### src/rtl/ccd_line_rx.sv
// rtl/ccd_line_rx.sv - CCD line receiver: dummy/black/buffer/active sequencing, black level, FWFT pixel FIFO.
// Optional build macro CCD_RX_OB_CLAMP_EN subtracts the black level from active samples.
module ccd_line_rx #(
    parameter int DW     = 14,
    parameter int NDUM   = 12,
    parameter int NBLA   = 26,
    parameter int NBUF   = 16,
    parameter int NACT   = 2436,
    parameter int FDEPTH = 16
) (
    input  logic          clk,
    input  logic          rst,
    input  logic          line_start,
    input  logic          vact,
    input  logic          adc_valid,
    input  logic [DW-1:0] adc_data,
    output logic [DW-1:0] m_data,
    output logic          m_valid,
    input  logic          m_ready,
    output logic          m_sol,
    output logic          m_eol,
    output logic [DW-1:0] ob_level,
    output logic          overflow
);
    localparam int AW = $clog2(FDEPTH);
    localparam int CW = $clog2(NDUM + NBLA + NBUF + NACT + 1);

    typedef enum logic [2:0] {S_IDLE, S_DUMMY, S_BLACK, S_BUFFER, S_ACTIVE} state_t;

    state_t          state_q, state_d;
    logic [CW-1:0]   cnt_q;
    logic [DW+3:0]   acc_q, acc_d;
    logic [DW-1:0]   ob_q;
    logic            ovf_q;
    logic [AW:0]     wr_ptr_q, rd_ptr_q;
    logic [DW+1:0]   mem_q [FDEPTH];
    logic [DW+1:0]   head;

    logic            start, last, in_win, wr_req, wr_en, rd, full, empty;
    logic            tag_sol, tag_eol;
    logic [DW-1:0]   wr_data;

    always_comb begin
        start   = line_start && vact;
        last    = 1'b0;
        state_d = state_q;
        case (state_q)
            S_DUMMY:  begin last = (cnt_q == CW'(NDUM - 1)); state_d = S_BLACK;  end
            S_BLACK:  begin last = (cnt_q == CW'(NBLA - 1)); state_d = S_BUFFER; end
            S_BUFFER: begin last = (cnt_q == CW'(NBUF - 1)); state_d = S_ACTIVE; end
            S_ACTIVE: begin last = (cnt_q == CW'(NACT - 1)); state_d = S_IDLE;   end
            default:  begin last = 1'b0;                     state_d = S_IDLE;   end
        endcase
        // Only the central 16 black samples contribute; the edges of the black region are unreliable.
        in_win  = (state_q == S_BLACK) && (cnt_q >= CW'(4)) && (cnt_q <= CW'(19));
        acc_d   = acc_q + ((adc_valid && in_win) ? {4'b0000, adc_data} : '0);
        wr_req  = !start && adc_valid && (state_q == S_ACTIVE);
        tag_sol = (cnt_q == '0);
        tag_eol = (cnt_q == CW'(NACT - 1));
`ifdef CCD_RX_OB_CLAMP_EN
        wr_data = (adc_data > ob_q) ? (adc_data - ob_q) : '0;
`else
        wr_data = adc_data;
`endif
        empty   = (wr_ptr_q == rd_ptr_q);
        full    = (wr_ptr_q[AW] != rd_ptr_q[AW]) && (wr_ptr_q[AW-1:0] == rd_ptr_q[AW-1:0]);
        rd      = !empty && m_ready;
        wr_en   = wr_req && (!full || rd);
    end

    always_ff @(posedge clk) begin
        if (rst) begin
            state_q  <= S_IDLE;
            cnt_q    <= '0;
            acc_q    <= '0;
            ob_q     <= '0;
            ovf_q    <= 1'b0;
            wr_ptr_q <= '0;
            rd_ptr_q <= '0;
        end else begin
            if (start) begin
                state_q <= S_DUMMY;
                cnt_q   <= '0;
                acc_q   <= '0;
            end else if (adc_valid && state_q != S_IDLE) begin
                acc_q <= acc_d;
                if (last) begin
                    state_q <= state_d;
                    cnt_q   <= '0;
                    if (state_q == S_BLACK) ob_q <= acc_d[DW+3:4];
                end else begin
                    cnt_q <= cnt_q + CW'(1);
                end
            end
            if (wr_en) wr_ptr_q <= wr_ptr_q + (AW+1)'(1);
            if (rd) rd_ptr_q <= rd_ptr_q + (AW+1)'(1);
            if (wr_req && full && !rd) ovf_q <= 1'b1;
        end
    end

    always_ff @(posedge clk) begin
        if (wr_en) mem_q[wr_ptr_q[AW-1:0]] <= {tag_sol, tag_eol, wr_data};
    end

    // Outputs are gated by rst so they read as idle for the whole reset cycle, not just after it.
    assign head     = mem_q[rd_ptr_q[AW-1:0]];
    assign m_valid  = !empty && !rst;
    assign m_data   = head[DW-1:0];
    assign m_sol    = m_valid && head[DW+1];
    assign m_eol    = m_valid && head[DW];
    assign ob_level = rst ? '0 : ob_q;
    assign overflow = ovf_q && !rst;
endmodule

### config.mk
export PLATFORM = sky130hd
export DESIGN_NAME = ccd_line_rx
export DESIGN_NICKNAME = d
export VERILOG_FILES = /design/src/rtl/ccd_line_rx.sv
export SDC_FILE = /design/constraint.sdc
export NUM_CORES = 1
export LEC_CHECK = 0
export ABC_AREA = 1
export CORE_MARGIN = 8
export CORE_UTILIZATION = 55
export DETAILED_ROUTE_END_ITERATION = 16
export HOLD_SLACK_MARGIN = 0.1
export PLACE_DENSITY = 0.77
export SYNTH_ARGS = -nofsm -noshare
export SYNTH_HDL_FRONTEND = slang
export SYNTH_SLANG_ARGS = --single-unit
### constraint.sdc
create_clock -name clk -period 2.46 [get_ports clk]
set_input_delay 0.492 -clock clk [delete_from_list [all_inputs] [get_ports clk]]
set_output_delay 0.492 -clock clk [all_outputs]
set_load 0.02 [all_outputs]
**Word level (Yosys, flattened, before mapping)**

Memories as Yosys holds them, arrays and structs flattened. A register that Yosys moved wholly into a read port is not among the register bits.
Index checks and enable logic that the tools add are counted.

- Multiplexer cells: 12
- Reductions and logical operators: 30
- Magnitude comparators: 2
- $add $sub $neg: 4
- Bitwise operators: 1
- Eq/ne operators: 11

Operators with widths:

| kind | number |
|---|---|
| $mux W14 | 2 |
| $eq A12 B4 Y1 const B | 2 |
| $add A18 B14 Y18 | 1 |
| $logic_and A1 B1 Y1 | 16 |
| $add A12 B1 Y12 const B | 1 |
| $eq A12 B12 Y1 const B | 1 |
| $eq A12 B5 Y1 const B | 1 |
| $ge A12 B3 Y1 const B | 1 |
| $le A12 B5 Y1 const B | 1 |
| $logic_not A12 Y1 | 1 |
| $mux W12 | 1 |
| $add A5 B1 Y5 const B | 2 |
| $pmux W3 S3 | 1 |
| $mux W4 | 2 |
| $eq A3 B2 Y1 const B | 2 |
| $eq A5 B5 Y1 | 1 |
| $logic_not A1 Y1 | 5 |
| $mux W1 | 5 |
| $eq A4 B4 Y1 | 1 |
| $pmux W1 S4 | 1 |
| $reduce_and A2 Y1 | 2 |
| $reduce_and A4 Y1 | 1 |
| $reduce_bool A2 Y1 | 2 |
| $eq A3 B1 Y1 const B | 1 |
| other kinds (6) | 6 |

- Output and inout port bits: 32
- Input port bits: 20
- Register bits after elaboration: 58
- Memories: 1
- RAM bits: 256

Memories:

| name | words | bits a word | read ports | clocked after memory_dff | wr ports | line | text |
|---|---|---|---|---|---|---|---|
| mem_q | 16 | 16 | 1 | 1 | 1 | 36 | `logic [DW+1:0] mem_q [FDEPTH];` |

**Longest topological paths before layout**

Gate-level depths: netlist (run 1).

- Depth after elaboration: 7
- Depth in mapped cells: 20
- Mapped depth without buffers: 19

**Worst setup path before layout (run 1)**

No wires, ideal clock.

- Path type: register to register
- Start: reg state_q[0]
- End: reg acc_q[12]
- Clock period less this slack: 2.437 ns
- Stages on the path, launching flop included: 17
- Arrival: 2.324 ns
- Slack: 0.023 ns
- Required time: 2.347 ns
- Cells stage by stage: dfxtp_1 nor2_1 nand2_1 inv_1 nand4_1 nor2_1 ha_1 inv_1 fa_1 o21ai_1 nand2_1 nand2_1 nand2_1 nand3_1 nand2_1 o21ai_1 inv_1

- Word-level cells in the longest chain between the ends: 6

RTL lines:

| element | line | text |
|---|---|---|
| start, declared | 30 | `state_t state_q, state_d;` |
| start signal, assigned | 88 | `state_q <= state_d;` |
| $eq A3 B2 Y1 | 55 | `in_win = (state_q == S_BLACK) && (cnt_q >= CW'(4)) && (cnt_q <= CW'(19));` |
| $logic_and A1 B1 Y1 (2 in series) | 55 |  |
| $logic_and A1 B1 Y1 | 56 | `acc_d = acc_q + ((adc_valid && in_win) ? {4'b0000, adc_data} : '0);` |
| $mux W14 | 56 |  |
| $add A18 B14 Y18 | 56 |  |
| end signal, assigned | 75 | `acc_q <= '0;` |
| end signal, assigned | 84 | `acc_q <= '0;` |
| end signal, assigned | 86 | `acc_q <= acc_d;` |
| end, declared | 32 | `logic [DW+3:0] acc_q, acc_d;` |

Parallel ways exist; a longest one is shown, timed or not.
A chain may end at the register's enable or synchronous reset.

==> flow_metrics.py, run 1 <==
metrics = {
    "timing": {
        "setup_viol": 43,
        "fin_worst_skew_ns": 0.01145,
        "setup_slack_ns": -0.3090,
        "tightest_slew_ns": 0.6755,
        "finalSetupTns_ns": -6.220,
        "fmax_mhz": 361.1,
        "hold_viol": 0,
        "max_slew_margin": 0.5492,
        "rsz0062_at_grt": "true",
        "fin_crit_sh": 1.126,
        "drv_slew": 0,
        "finalCriticalPeriod_ns": 2.769,
    },
    "global_route": {
        "grt_pass1_vias": 11080,
        "grt_pass1_wl_um": 61200,
        "grtUsageTotal": 0.2558,
        "overflow": 0,
        "grt_max_degree": 34,
        "antenna_found_initial": 0,
    },
    "cells_and_area": {
        "syn_to_final_growth_pct": 34.60,
        "diodes": 0,
        "multiInputGateArea_um2": 5220,
        "drive_gt1_frac": 0.3040,
        "nets": 1587,
        "stdcell_area_um2": 18670,
        "regArea_um2": 8945,
        "nFillCells": 1467,
    },
    "routing": {
        "wl_um": 44840,
        "ant_nets": 0,
        "viasPerCell": 6.145,
        "route.detailed.drc": 0,
        "drt_iter0_markers": 1377,
        "dr_total_vias": 11670,
        "wl_per_cell_um": 23.61,
        "drtPass1Iterations": 5,
    },
    "synthesis": {
        "yosysSeqAreaShare": 0.6439,
        "synth.most_common_cell": "edfxtp_1",
        "ys_types": 40,
        "synthTopCellsByCount": "edfxtp_1, nor2_1, nand2_1",
        "synth_cells": 1352,
        "synth_top_area_share": 0.5544,
        "synth.area.top_cells": "edfxtp_1, dfxtp_1, nor2_1, nand2_1, o21ai_0",
        "ys_ff_latch": 318,
        "netlist_area_um2": 13870,
        "syn-mean-instance-area_um2": 10.26,
        "synth_ff_type": "edfxtp_1",
        "syn-num-nets": 1394,
        "yosys_warnings": 0,
        "synth_edf_count": 256,
        "async_flop_share": 0,
        "yosys.area.top_type": "edfxtp_1",
    },
    "placement": {
        "routabilityCongestion": 0.8762,
        "dp_hpwl_um": 23330,
        "postPlaceCellArea_um2": 15870,
        "io_buffers": 51,
    },
    "pwr": {
        "ir_drop_v": 0.0005182,
        "power.clock.fraction": 0.387,
        "switchingPower_mw": 3.203,
        "p_int_mw": 9.363,
        "pwr-share-seq": 0.466,
        "pwr-share-comb": 0.148,
        "p_per_area_nw_per_um2": 673.2,
        "switching_share": 0.2549,
        "cellLeakagePower_nw": 7.566,
    },
    "worst_hold_path": {
        "hold_class": "register to register",
    },
    "clock_tree": {
        "numCtsBuffers": 31,
        "clkTransAtPathRegs_ns": 0.06,
        "clkLatencyLatePin_ns": 0.57,
        "cts_sinks": 318,
        "cts_root_buf": "clkbuf_16",
        "cts_max_level": 1,
        "cts-hold-fix-buffers": 0,
        "cts_buffer_depth": 3,
        "cts_tree": "done",
    },
    "status": {
        "outcome": "finished with violations",
        "violations": "setup timing",
    },
    "setup_path": {
        "cp_common_cell": "buf_12",
        "cp_max_fo": 7,
        "end_kind": "output pin",
        "slowest_delay_ns": 0.40,
        "crit_path_start_kind": "register",
        "cp_slowest_cell": "dfxtp_4",
        "crit_chain": "buf_12 > buf_12 > buf_16 > o21ai_0 > o221ai_1 > nand3_1 > nand2_1 > buf_4",
        "cp_data_required_time_ns": 1.97,
        "path_class": "register to output pin",
        "r2r_slack_ns": -0.22,
        "cp.arrival_ns": 2.28,
    },
    "floorplanning": {
        "core_um2": 24960,
        "die_h_um": 174.8,
        "die-area_um2": 30550,
        "boundaryPins": 52,
        "initial_core_util": 0.5555,
        "num_rows": 58,
        "die_w_um": 174.8,
    },
    "run": {
        "maxCapViolations": 0,
    },
}
registers in the layout, indices dropped and copies added (netlist names), named ones only:
name and flops:
acc_q 18, cnt_q 12, mem_q 256, ob_q 14, ovf_q 1, rd_ptr_q 5, state_q 3, wr_ptr_q 5
layer usage:
| metal | vias to the layer above | wire length, um | track usage |
|---|---|---|---|
| li1 | 5070 | - | - |
| met1 | 5565 | 15450 | 0.2941 |
| met2 | 824 | 21990 | 0.4446 |
| met3 | 211 | 4447 | 0.05223 |
| met4 | 0 | 2950 | 0.1339 |
| met5 | - | 0 | 0 |
logic make-up (layout without fill, tap and decap cells):
family                   after synthesis  after routing  synth area share
AO/OA/AOI/OAI                        268            268            0.1146
flip-flops                           318            318            0.6439
buffers and inverters                195            412           0.05432
adder cells (fa/ha/maj)               22             22           0.02039
XOR/XNOR                              20             20           0.01263
AND/OR/NAND/NOR                      529            529            0.1542
path summary, 6_finish.rpt:
| path | to | depth (start not counted) | from |
|---|---|---|---|
| setup / recovery | m_data[12] | 8 | register |
| hold / removal | ovf_q | 2 | ovf_q |
| setup reg to reg | acc_q[12] | 17 | cnt_q[10] |
| hold reg to reg | ovf_q | 2 | ovf_q |
power groups by stage:
stage / Clock (mW) / Combinational (mW) / Sequential, mW
floorplan: 0 / 0.646 / 5.95
global placement: 0 / 1.17 / 5.96
detailed placement: 0 / 1.22 / 5.96
CTS: 4.78 / 1.49 / 5.85
global route: 5.05 / 1.93 / 5.85
finish: 4.86 / 1.86 / 5.85
per-stage QoR:
step | std cells | worst slack [ns] | power (mW) | hold slack, ns | utilization
floorplan | 1352 | 0.02255 | 6.598 | 0.4462 | -
global placement | 1803 | -0.5073 | 7.133 | 0.4667 | 0.6358
detailed placement | 1803 | -0.5756 | 7.179 | 0.4729 | 0.6358
CTS | 1885 | -0.1284 | 12.12 | 0.4870 | 0.7101
global route | 1899 | -0.3737 | 12.83 | 0.5131 | 0.7477
finish | 1899 | -0.3090 | 12.57 | 0.4865 | 0.7477
placed cells by master, fill, tap and decap left out, types with 6 or more instances in the layout:
cell | synthesis | routed
buf_16 | 0 | 9
clkdlybuf4s50_1 | 0 | 21
o211ai_1 | 11 | 11
dlymetal6s2s_1 | 0 | 7
dfxtp_2 | 0 | 7
ha_4 | 0 | 9
nand2_4 | 0 | 11
nand3_2 | 0 | 8
clkbuf_16 | 0 | 39
dlygate4sd2_1 | 0 | 6
a21oi_1 | 51 | 33
o22ai_1 | 12 | 9
o221ai_2 | 0 | 11
inv_1 | 112 | 105
nor2_4 | 0 | 9
o21ai_1 | 5 | 43
xor2_1 | 16 | 11
nand2_1 | 211 | 169
buf_12 | 0 | 28
buf_6 | 1 | 24
ha_1 | 21 | 11
nor3_1 | 12 | 8
o21ai_2 | 0 | 19
a21oi_2 | 0 | 13
nand3_1 | 56 | 45
buf_4 | 1 | 121
clkinv_2 | 0 | 6
nor2_1 | 234 | 176
nand2_2 | 0 | 30
inv_2 | 16 | 22
edfxtp_1 | 256 | 256
nor2_2 | 1 | 50
o221ai_1 | 45 | 34
dfxtp_1 | 62 | 53
o21ai_0 | 133 | 66
o21ai_4 | 1 | 11
worst max-delay path, delay by kind of cell (launching register included):
| family | cells | cell delay, ns |
|---|---|---|
| compound gates | 2 | 0.52 |
| flops | 1 | 0.40 |
| simple gates | 2 | 0.18 |
| buf+inv | 4 | 0.59 |
cell type report:
cell class	count	share of cell area
clock inverters	16	0.007776
well taps	330	0.02212
multi-input cells	839	0.2797
inverters	129	0.02688
flip-flops and latches	318	0.4792
repair buffers	226	0.1369
clock buffers	41	0.04746
repair_timing:
action	CTS	global route
gates resized for setup	247	201
gates cloned	9	6
endpoints found under the setup margin	50	54
pin swaps	82	89
setup buffers	16	8
Power figures use the tool's default switching activity.
==> run 2, diff against run 1 <==
--- a/config.mk
+++ b/config.mk
@@ -11,6 +11,7 @@
 export DETAILED_ROUTE_END_ITERATION = 16
 export HOLD_SLACK_MARGIN = 0.1
 export PLACE_DENSITY = 0.77
+export SLEW_MARGIN = 20
 export SYNTH_ARGS = -nofsm -noshare
 export SYNTH_HDL_FRONTEND = slang
 export SYNTH_SLANG_ARGS = --single-unit
==> results of run 2 <==
Final layout, timing and power as in run 1 (identical DEF).
==> run 3, diff against run 2 <==
--- a/config.mk
+++ b/config.mk
@@ -9,8 +9,9 @@
 export CORE_MARGIN = 8
 export CORE_UTILIZATION = 55
 export DETAILED_ROUTE_END_ITERATION = 16
+export DONT_BUFFER_PORTS = 1
 export HOLD_SLACK_MARGIN = 0.1
-export PLACE_DENSITY = 0.77
+export PLACE_DENSITY = 0.74
 export SLEW_MARGIN = 20
 export SYNTH_ARGS = -nofsm -noshare
 export SYNTH_HDL_FRONTEND = slang
==> run 3 against run 2 <==
  * The flow still finishes with violations (setup timing)
  * Clock skew increased by 0.014 ns
  * Cell count decreased by 3.8%
  * Count of clock-buffer cells in the layout is 3 higher
  * Worst setup slack gained 0.18 ns
  * Critical path type is now register to register
  * Largest cell class unchanged
  * Maximum frequency increased by 6.8%
  * Via count is 3.7% lower
  * First-iteration DRC count shrank 4.3%
  * Die area unchanged
  * Routed wire length fell by 4.7%
==> flow_metrics.py, run 3 (synthesized netlist as in run 1, its figures left out) <==
metrics = {
    "global_route": {
        "grtUsageTotal": 0.2482,
        "grt_pass1_vias": 10420,
        "grt_pass1_wl_um": 58780,
        "overflow": 0,
        "grt_max_degree": 50,
        "antenna_found_initial": 2,
    },
    "setup_path": {
        "crit_path_start_kind": "register",
        "cp.arrival_ns": 3.04,
        "cp_data_required_time_ns": 2.90,
        "timing.rr.start": "cnt_q[9]",
        "crit_buf_inv": 2,
        "path_class": "register to register",
        "cp_slowest_cell": "fa_2",
        "end_kind": "register",
        "crit_chain": "nor2_2 > nand3_1 > nor2_2 > nand4_1 > buf_6 > nor2_1 > inv_1 > fa_2 > o21ai_4 > nand2_1 > nand2_2 > nand2_2 > nand2_1 > nand2_1 > nand2_2 > nor2_1 > nor2_1",
        "cp_max_fo": 5,
        "crit_start": "cnt_q[9]",
        "crit_family": "simple AND/OR/NAND/NOR gates",
        "slowest_delay_ns": 0.41,
    },
    "clock_tree": {
        "numCtsBuffers": 34,
        "clkTransAtPathRegs_ns": 0.06,
        "cts_max_level": 2,
        "cts_sinks": 318,
        "cts_root_buf": "clkbuf_16",
        "clkLatencyLatePin_ns": 0.52,
        "cts_buffer_depth": 3,
        "cts_tree": "done",
    },
    "cells_and_area": {
        "syn_to_final_growth_pct": 29.71,
        "fin_cells": 1826,
        "mostFrequentLayoutCell": "edfxtp_1",
        "fin_util": 0.7205,
        "largest_register_ffs": 256,
        "nFillCells": 1578,
        "drive_gt1_frac": 0.2876,
        "nets": 1515,
        "final_cell_mix": "edfxtp_1, nor2_1, nand2_1",
    },
    "pwr": {
        "pwr-share-seq": 0.481,
        "cellLeakagePower_nw": 6.983,
        "pwr-share-comb": 0.129,
        "switchingPower_mw": 3.068,
        "ir_drop_v": 0.0004507,
        "power.clock.fraction": 0.390,
        "p_per_area_nw_per_um2": 677.0,
        "switching_share": 0.2520,
        "p_int_mw": 9.108,
    },
    "placement": {
        "dp.cells": 1709,
        "routabilityCongestion": 0.9028,
        "io_buffers": 0,
        "dp_hpwl_um": 21270,
        "dp_slack_ns": -0.1433,
    },
    "timing": {
        "setup_viol": 34,
        "fmax_mhz": 385.7,
        "setup_slack_ns": -0.1329,
        "rsz0062_at_grt": "true",
        "fin_crit_sh": 1.054,
        "max_slew_margin": 0.4701,
        "hold_viol": 0,
        "fin_worst_skew_ns": 0.02502,
        "drv_slew": 0,
        "tightest_slew_ns": 0.7940,
        "finalCriticalPeriod_ns": 2.593,
    },
    "floorplanning": {
        "num_rows": 58,
        "core_um2": 24960,
        "die_h_um": 174.8,
        "die-area_um2": 30550,
        "boundaryPins": 52,
        "initial_core_util": 0.5555,
        "die_w_um": 174.8,
    },
    "routing": {
        "dr_total_vias": 11230,
        "route.detailed.drc": 0,
        "wl_um": 42750,
        "drt_iter0_markers": 1318,
        "wl_per_cell_um": 23.41,
        "drtPass1Iterations": 5,
        "ant_nets": 0,
        "viasPerCell": 6.152,
    },
    "status": {
        "outcome": "finished with violations",
        "violations": "setup timing",
    },
    "worst_hold_path": {
        "hold_path_startpoint": "m_ready",
        "hold_class": "primary input to register",
    },
    "run": {
        "maxCapViolations": 0,
    },
}
run 3: cell count changes in the layout (fill, tap and decap cells not counted), sizes merged:
cell / before / now
clkinvlp: 2 / 3
clkdlybuf4s50: 21 / 0
diode: 0 / 1
dlygate4sd2: 6 / 0
dlymetal6s2s: 7 / 0
dlygate4sd3: 0 / 15
buf: 185 / 131
bufinv: 2 / 0
clkinv: 12 / 11
bufbuf: 1 / 0
clkbuf: 47 / 49
run 3: metal layers:
metal / routed length [um] / share of wire / track usage
met4: 2221 / 0.052 / 0.1003
met5: 9 / 0.00021 / 0
met2: 21350 / 0.50 / 0.4296
met1: 15280 / 0.36 / 0.3020
met3: 3881 / 0.091 / 0.04576
run 3: tightest hold or removal path, stage by stage:
cell	delay (ns)
inv_1	0.02
nand4_1	0.09
o22ai_1	0.07
run 3: through the flow:
| step | hold WS [ns] | setup TNS, ns | total power, mW | cell area (um^2) |
|---|---|---|---|---|
| global placement | 0.4676 | -0.4966 | 6.838 | 14950 |
| floorplan | 0.4462 | 0 | 6.598 | 13870 |
| CTS | 0.2041 | -0.3865 | 11.93 | 16830 |
| detailed placement | 0.4720 | -1.747 | 6.861 | 14950 |
| finish | 0.2154 | -1.940 | 12.18 | 17990 |
| global route | 0.2117 | -7.381 | 12.49 | 17980 |
run 3: layout make-up:
| cell class | instances | area, um^2 | share of cell area |
|---|---|---|---|
| clock inverters | 14 | 105.1 | 0.005843 |
| diodes | 1 | 2.502 | 0.0001391 |
| multi-input cells | 839 | 5216 | 0.2900 |
| flip-flops and latches | 318 | 8940 | 0.4970 |
| repair buffers | 151 | 1889 | 0.1050 |
| inverters | 129 | 501.7 | 0.02789 |
| well taps | 330 | 412.9 | 0.02295 |
| clock buffers | 44 | 919.6 | 0.05113 |
run 3: repair_timing:
action	4_1_cts	5_1_grt
hold buffers	15	0
pin swaps	54	125
setup endpoints to repair	39	45
cloned	11	6
buffers inserted	11	17
endpoints found under the hold margin	232	0
gates resized for setup	91	245
run 3: path summary, 6_finish.rpt:
kind                            slack [ns]  endpoint  cells past startpoint
worst max-delay path                 -0.13  ob_q[12]                     17
worst max register to register       -0.13  ob_q[12]                     17
worst min register to register        0.48     ovf_q                      2
worst min-delay path                  0.22     ovf_q                      3
run 3: power by group through the flow:
stage	clock network [mW]	registers, mW	logic [mW]
after floorplan	0	5.95	0.646
after global placement	0	5.96	0.877
after detailed placement	0	5.96	0.899
after CTS	4.75	5.85	1.34
after global routing	4.98	5.86	1.66
final	4.74	5.86	1.57
